<file path="src/rtl/fixed_power.sv">
// Iterative Q10.10 power unit: base^n via repeated 20-cycle shift-add multiplies,
// truncating each product and saturating to all-ones on integer overflow.
module fixed_power #(
  parameter int unsigned WIDTH = 20,
  parameter int unsigned FRAC  = 10,
  parameter int unsigned EXP_W = 3
) (
  input  logic             clk,
  input  logic             rst_n,
  input  logic             in_valid,
  input  logic [WIDTH-1:0] in_data_1,
  input  logic [EXP_W-1:0] in_data_2,
  output logic             busy,
  output logic             out_valid,
  output logic [WIDTH-1:0] out_data,
  output logic             out_ovf
);

  localparam int unsigned CNT_W = $clog2(WIDTH);
  localparam logic [WIDTH-1:0] ONE = {{(WIDTH-1){1'b0}}, 1'b1} << FRAC;

  typedef enum logic [1:0] {IDLE, CALC, DONE} state_t;

  state_t             r_state, w_state_nxt;
  logic [WIDTH-1:0]   r_base;
  logic [WIDTH-1:0]   r_acc;
  logic [2*WIDTH-1:0] r_prod;
  logic [CNT_W-1:0]   r_cnt;
  logic [EXP_W-1:0]   r_rem;

  logic [2*WIDTH-1:0] w_sum;
  logic [WIDTH-1:0]   w_new_acc;
  logic               w_sat;
  logic               w_last_bit;

  assign w_sum      = r_prod + (r_base[r_cnt] ? ((2*WIDTH)'(r_acc) << r_cnt) : '0);
  assign w_new_acc  = w_sum[WIDTH+FRAC-1:FRAC];
  assign w_sat      = |w_sum[2*WIDTH-1:WIDTH+FRAC];
  assign w_last_bit = (r_cnt == CNT_W'(WIDTH-1));

  always_ff @(posedge clk) begin
    if (!rst_n) r_state <= IDLE;
    else        r_state <= w_state_nxt;
  end

  always_comb begin
    w_state_nxt = r_state;
    case (r_state)
      IDLE: if (in_valid) w_state_nxt = CALC;
      CALC: begin
        if (r_rem == '0)
          w_state_nxt = DONE;
        else if (w_last_bit && (w_sat || r_rem == EXP_W'(1)))
          w_state_nxt = DONE;
      end
      DONE:    w_state_nxt = IDLE;
      default: w_state_nxt = IDLE;
    endcase
  end

  always_ff @(posedge clk) begin
    if (!rst_n) begin
      r_base    <= '0;
      r_acc     <= '0;
      r_prod    <= '0;
      r_cnt     <= '0;
      r_rem     <= '0;
      busy      <= 1'b0;
      out_valid <= 1'b0;
      out_data  <= '0;
      out_ovf   <= 1'b0;
    end else begin
      case (r_state)
        IDLE: begin
          if (in_valid) begin
            r_base <= in_data_1;
            r_rem  <= in_data_2;
            r_acc  <= ONE;
            r_prod <= '0;
            r_cnt  <= '0;
            busy   <= 1'b1;
          end
        end
        CALC: begin
          if (r_rem == '0) begin
            out_data  <= ONE;
            out_valid <= 1'b1;
          end else if (w_last_bit) begin
            // Overflow ends the whole operation; later multiplies are skipped.
            if (w_sat) begin
              out_data  <= '1;
              out_ovf   <= 1'b1;
              out_valid <= 1'b1;
            end else if (r_rem == EXP_W'(1)) begin
              out_data  <= w_new_acc;
              out_valid <= 1'b1;
            end else begin
              r_acc  <= w_new_acc;
              r_prod <= '0;
              r_cnt  <= '0;
              r_rem  <= r_rem - EXP_W'(1);
            end
          end else begin
            r_prod <= w_sum;
            r_cnt  <= r_cnt + CNT_W'(1);
          end
        end
        DONE: begin
          out_valid <= 1'b0;
          out_data  <= '0;
          out_ovf   <= 1'b0;
          busy      <= 1'b0;
        end
        default: ;
      endcase
    end
  end

endmodule

</file>
<file path="config.mk">
export PLATFORM = sky130hd
export DESIGN_NAME = fixed_power
export DESIGN_NICKNAME = d
export VERILOG_FILES = /design/src/rtl/fixed_power.sv
export SDC_FILE = /design/constraint.sdc
export NUM_CORES = 1
export LEC_CHECK = 0
export ABC_AREA = 1
export CAP_MARGIN = 20
export CORE_MARGIN = 2
export CORE_UTILIZATION = 50
export CTS_CLUSTER_DIAMETER = 30
export DETAILED_ROUTE_END_ITERATION = 6
export GPL_TIMING_DRIVEN = 1
export PLACE_DENSITY = 0.67
export SLEW_MARGIN = 25
export SYNTH_ARGS = -nofsm -noshare
export SYNTH_HDL_FRONTEND = slang
export SYNTH_SLANG_ARGS = --single-unit
</file>
<file path="constraint.sdc">
create_clock -name clk -period 5.1 [get_ports clk]
set_input_delay 1.275 -clock clk [delete_from_list [all_inputs] [get_ports clk]]
set_output_delay 1.275 -clock clk [all_outputs]
set_load 0.1 [all_outputs]
</file>
==> metrics.cfg, run 1 <==
[setup_path]
cp.depth=30
crit_family=simple AND/OR/NAND/NOR gates
cp-startpoint=r_cnt[0]
r2r_slack_ns=0.33
path_max_fanout=19
critPathMostFrequentCell=nand2_1
r2r-end=r_acc[14]
crit_path_start_kind=flop
r2r-start=r_cnt[0]
max_stage_delay_ns=0.39
cp.buffers_inverters=5
endpoint_kind=flop
crit_type=reg2reg
worst-endpoint-arrival_ns=5.08
worst-r2r-cell-count=30
cp.required_ns=5.41
endpoint=r_acc[14]
slowest_stage=dfxtp_2

[logic_synthesis]
seq_area_frac_synth=0.247
synth_top_cell_by_area=dfxtp_1
avgSynthCellArea_um2=5.81
synth_edf_count=0
synthArstFlopShare=0
synthTopCellsByArea=dfxtp_1 (25%), nand2_1 (17%), nor2_1 (11%), o21ai_0 (9.2%), inv_1 (8.0%)
synth_top_cell_area_share=0.247
yosys_warnings=0
synth_cells=1576
ys_ff_latch=113
syn_area_um2=9150
synthFlopType=dfxtp_1
synth_fp_nets=1646
synth.distinct_cells=48

[routing]
ant_nets=0
first_pass_iters=5
initialDrtViolationCount=928
wl_mm=30.7
via_per_inst=5.44
vias=9976
drc=0
wl_per_cell_um=16.8

[final_layout]
syn_to_final_growth_pct=14.3
final_common_cell=nand2_1
drive_above_1_share=0.0610
final_nets=1663
postLayoutCoreUtil=0.582
antenna_cells=0
final_cell_mix=nand2_1 (407), nor2_1 (264), inv_1 (194)

[place]
gp_congestion=1.01
place_hpwl_mm=23.1
place_ws_ns=0.253
port_buffers=48

[floorplan]
dieArea_um2=19400
coreArea_um2=18000
die_h_um=139
start_util=0.509
io_pins=49
die_x_um=139
rows=49

[timing]
setup_tns_ns=0
rsz0062_at_grt=false
drv_slew=0
period_minus_slack_ns=4.77
fin_crit_sh=0.935
slew_headroom=0.346
setup_viol=0
hold_viol=0
clock_skew_ns=0.0118
timing.fmax_ghz=0.210
timing.final.ws_setup_ns=0.334
timing.hold.ws_ns=0.450
tightest_slew_ns=0.978

[clock_network]
worstSkewPairLatency_ns=0.43
cts.sinks=113
root_buffer=clkbuf_16
cts_tree=yes
post_cts_buffers=0
cts_buffers=17
clk_path_buf_depth=2
path_clk_slew_ns=0.06
htreeDepth=4

[pwr]
pwr-share-comb=0.497
p_sw_frac=0.485
p_clk_frac=0.255
vdd_drop_max_mv=0.283
seq_power_share=0.248
p_switching_w=0.00238
p_int_w=0.00253
powerDensity_nw_per_um2=469
p_leak_nw=5.04

[outcome]
status=finished clean

[global_route]
grt_usage=0.312
antenna_found_initial=1
grt_pass1_wl_mm=47.8
grt-ovfl-total=0
first_global_vias=8932
grt_max_degree=88

[hold_path]
hp-class=reg2reg
whs_path_depth=2

[flow_run]
maxCapViolCount=0

[logic make-up (layout without fill, tap and decap cells)]
logic type | Yosys count | count (layout) | synth area share
DFF | 113 | 113 | 0.247
and+or+nand+nor | 825 | 825 | 0.376
AOI/OAI and AO/OA | 275 | 275 | 0.158
buffers and inverters | 281 | 311 | 0.120
adders and majority gates | 44 | 44 | 0.0610
muxes | 10 | 10 | 0.0109
xor gates and xnor gates | 28 | 28 | 0.0268
[power groups by stage]
| stage | Combinational, W | Clock [W] | Sequential (W) |
|---|---|---|---|
| global placement | 0.00232 | 0 | 0.00123 |
| floorplan | 0.00150 | 0 | 0.00142 |
| detailed placement | 0.00234 | 0 | 0.00123 |
| CTS | 0.00235 | 0.00126 | 0.00121 |
| global route | 0.00267 | 0.00129 | 0.00124 |
| finish | 0.00244 | 0.00125 | 0.00122 |
[worst min path at each step]
| stage | slack [ns] | from | to |
|---|---|---|---|
| 3_5_place_dp | 0.45 | out_ovf | out_ovf |
| 5_1_grt | 0.47 | out_ovf | out_ovf |
| 2_1_floorplan | 0.45 | r_base[18] | r_base[18] |
| 4_1_cts | 0.46 | out_ovf | out_ovf |
| 3_3_place_gp | 0.44 | out_ovf | out_ovf |
| 6_report | 0.45 | out_ovf | out_ovf |
[cell type report]
cell class              count  area [um2]
clock inverters            15         174
clock buffers              17         425
flip-flops and latches    113        2260
fillers                  1880        7500
repair buffers             71         707
well taps                 229         287
multi-input cells        1182        5820
inverters                 208         783
[synthesized netlist by cell type (9+ instances only)]
master    instances
nor3_1           13
clkbuf_1         51
nand4_1          44
nand3_1          58
xor2_1           17
ha_1             43
o22ai_1          11
nand2_1         408
xnor2_1          11
nor2_1          267
inv_1           195
a21oi_1          71
buf_2             9
dfxtp_1         113
o21ai_0         169
mux2i_1          10
[worst register-to-register path, delay by kind of cell, from the launching register on]
family	cells	cell delay, ns
buffers and inverters	5	0.76
AO/OA/AOI/OAI	4	0.78
AND/OR/NAND/NOR	20	2.35
flip-flops	1	0.39
adder cells (fa/ha/maj)	1	0.39
[sequential cells by signal (all words and copies together), names as in the netlist]
register   count
r_rem          3
r_prod        40
r_acc         20
r_state        2
out_data      20
busy           1
out_ovf        1
r_cnt          5
r_base        20
out_valid      1
[layer usage]
layer  vias to the layer above  GRT usage  share of wire  wire length, um
li1                       5051          -              -                -
met1                      4464      0.435           0.46            14000
met2                       396      0.463           0.42            13000
met3                        65     0.0654          0.078             2390
met4                         0      0.139          0.044             1340
met5                         -          0              0                0
[metrics by stage]
stage / power, W / area (um2) / std cells
final: 0.00491 / 10500 / 1835
after global routing: 0.00520 / 10500 / 1835
after CTS: 0.00482 / 10400 / 1834
after global placement: 0.00355 / 9760 / 1802
after floorplan: 0.00292 / 9150 / 1576
after detailed placement: 0.00357 / 9770 / 1802
[timing repair]
item                                    CTS  global route
resized for setup                         0            25
hold buffers                              0             0
endpoints found under the setup margin    0            88
Power figures use the tool's default switching activity.
==> run 2, diff against run 1 <==
--- a/config.mk
+++ b/config.mk
@@ -8,11 +8,11 @@
 export ABC_AREA = 1
 export CAP_MARGIN = 20
 export CORE_MARGIN = 2
-export CORE_UTILIZATION = 50
+export CORE_UTILIZATION = 35
 export CTS_CLUSTER_DIAMETER = 30
 export DETAILED_ROUTE_END_ITERATION = 6
 export GPL_TIMING_DRIVEN = 1
-export PLACE_DENSITY = 0.67
+export PLACE_DENSITY = 0.5
 export SLEW_MARGIN = 25
 export SYNTH_ARGS = -nofsm -noshare
 export SYNTH_HDL_FRONTEND = slang
==> constraint.sdc (replaced) <==
create_clock -name clk -period 5.1 [get_ports clk]
set_input_delay 1.275 -clock clk [delete_from_list [all_inputs] [get_ports clk]]
set_output_delay 1.275 -clock clk [all_outputs]
set_load 0.02 [all_outputs]
==> run 2 against run 1 <==
Effect of this change:
- first-iteration DRC count is 0.43% lower
- die area is 42% higher
- register-to-register slack worse by 0.06 ns
- wire length is 5.7% higher
- utilization is 17 points lower
- clock power is 6% higher
- clock-buffer cell count stayed put
- flip-flop and latch count stayed put
- global-route usage is 7.7 points lower
- final cell count is 6.5% higher
- cell area is 2.7% higher
- critical path type unchanged
- largest power group unchanged
==> metrics.cfg, run 2 (synthesis results as in run 1) <==
[setup_path]
r2r_slack_ns=0.28  ; -0.06 ns
max_stage_delay_ns=0.44  ; +0.05 ns
critPathMostFrequentCell=nand2_1
cp.required_ns=5.43  ; +0.02 ns
slowest_stage=o21ai_0
crit_type=reg2reg
path_max_fanout=25  ; +6
cp.buffers_inverters=4  ; -1
crit_family=compound AO/OA/AOI/OAI gates
worst-endpoint-arrival_ns=5.16  ; +0.08 ns
crit_path_start_kind=flop
endpoint_kind=flop

[place]
place_hpwl_mm=24.6  ; +6.4%
gp_congestion=0.927  ; -7.9%
dp.cells=1915  ; +6.3%
port_buffers=48  ; unchanged

[clock_network]
cts.sinks=113  ; unchanged
cts_tree=yes
root_buffer=clkbuf_16
path_clk_slew_ns=0.06  ; about the same
cts_buffers=17  ; unchanged
htreeDepth=4  ; unchanged
worstSkewPairLatency_ns=0.43  ; about the same
hold_buffers=0  ; unchanged
clk_path_buf_depth=2  ; unchanged

[global_route]
first_global_vias=9308  ; +4.2%
grt_max_degree=88  ; unchanged
antenna_found_initial=0  ; -1
grt-ovfl-total=0  ; unchanged
grt_usage=0.235  ; -0.0767
grt_pass1_wl_mm=51.5  ; +7.8%

[final_layout]
largest_register_ff_count=40  ; unchanged
final_nets=1676  ; +0.78%
drive_above_1_share=0.0723  ; +0.0112
antenna_cells=0  ; unchanged
regMostFlops=r_prod
final_cell_mix=nand2_1 (405), nor2_1 (263), inv_1 (193)
finalNonFillerCells=1954  ; +6.5%
fill_cells=2887  ; +54%
syn_to_final_growth_pct=17.4
regArea_um2=2270  ; +0.17%
final_common_cell=nand2_1
multi_input_area_um2=5850  ; +0.41%

[timing]
setup_tns_ns=0  ; unchanged
timing.hold.ws_ns=0.465  ; +0.0155 ns
hold_viol=0  ; unchanged
tightest_slew_ns=0.881  ; -0.0974 ns
rsz0062_at_grt=false
fin_crit_sh=0.946  ; +0.0112
slew_headroom=0.413  ; +0.0670
setup_viol=0  ; unchanged
period_minus_slack_ns=4.82  ; +0.0571 ns
clock_skew_ns=0.0129  ; +0.00110 ns
timing.fmax_ghz=0.207  ; -1.2%
drv_slew=0  ; unchanged

[outcome]
status=finished clean

[floorplan]
dieArea_um2=27500  ; +42%
coreArea_um2=25800  ; +44%
die_x_um=166  ; +19%
die_h_um=166  ; +19%
rows=59  ; +20%
start_util=0.354  ; -0.155
io_pins=49  ; unchanged

[pwr]
vdd_drop_max_mv=0.246  ; -13%
p_leak_nw=5.12  ; +1.6%
powerDensity_nw_per_um2=450  ; -4.1%

[routing]
via_per_inst=5.06  ; -6.9%
initialDrtViolationCount=924  ; -0.43%
wl_per_cell_um=16.6  ; -0.76%
ant_nets=0  ; unchanged
vias=9885  ; -0.91%
drc=0  ; unchanged
first_pass_iters=5  ; unchanged
wl_mm=32.5  ; +5.7%

[hold_path]
hp-class=reg2reg

[flow_run]
maxCapViolCount=0  ; unchanged

==> run 2: cell count changes in the layout (fill, tap and decap cells not counted), sizes merged <==
cell,change
clkinvlp,+1
clkbuf,-1
bufinv,+1
inv,-2
buf,+13
clkinv,+1
==> run 2: metal layers <==
layer | GRT usage | vias up | routed length, um
met5 | 0 | - | 0
met4 | 0.0567 | 0 | 566
met3 | 0.0399 | 46 | 1510
met2 | 0.379 | 227 | 14800
met1 | 0.327 | 4525 | 15600
li1 | - | 5087 | -
==> run 2: area by class of cell <==
cell class,instances,share of cell area
multi-input cells,1182,0.544
flip-flops and latches,113,0.211
repair buffers,83,0.0739
inverters,208,0.0734
clock buffers,17,0.0396
well taps,335,0.0390
clock inverters,15,0.0183
repair inverters,1,0.000699
==> run 2: worst register-to-register path: cells and delay by family, from the launching register on <==
family,cells,cell delay [ns]
simple gates,12,1.56
buf+inv,4,0.67
fa+ha+maj,1,0.37
flops,1,0.34
compound gates,8,1.77
==> run 2: final timing paths <==
path                      from           end  depth (start not counted)
setup / recovery      r_cnt[0]  out_data[17]                         25
hold reg to reg   out_data[12]  out_data[12]                          2
hold / removal    out_data[12]  out_data[12]                          2
setup reg to reg      r_cnt[0]  out_data[17]                         25
==> run 2: power by group <==
| part | switching (W) | internal (W) | total, W | leakage (nW) |
|---|---|---|---|---|
| Combinational | 0.00154 | 0.000743 | 0.00228 | 3.88 |
| Sequential | 0.000146 | 0.00108 | 0.00123 | 0.931 |
| Clock | 0.000534 | 0.000787 | 0.00132 | 0.307 |
==> run 2: through the flow <==
| step | instance area [um2] | util | total power, W | worst slack (ns) |
|---|---|---|---|---|
| after floorplan | 9150 | - | 0.00272 | 1.09 |
| after global placement | 9970 | 0.386 | 0.00342 | 0.0216 |
| after detailed placement | 9970 | 0.386 | 0.00342 | 0.0457 |
| after CTS | 10600 | 0.410 | 0.00476 | 0.134 |
| after global routing | 10700 | 0.416 | 0.00518 | 0.00349 |
| final | 10700 | 0.416 | 0.00483 | 0.277 |
==> run 2: timing repair <==
action                     in CTS  in global routing
cloned                          0                  1
setup buffers                   0                  6
setup endpoints to repair      15                 87
gates resized for setup         2                 36
pin swaps                       0                  2
hold endpoints to repair        0                  0
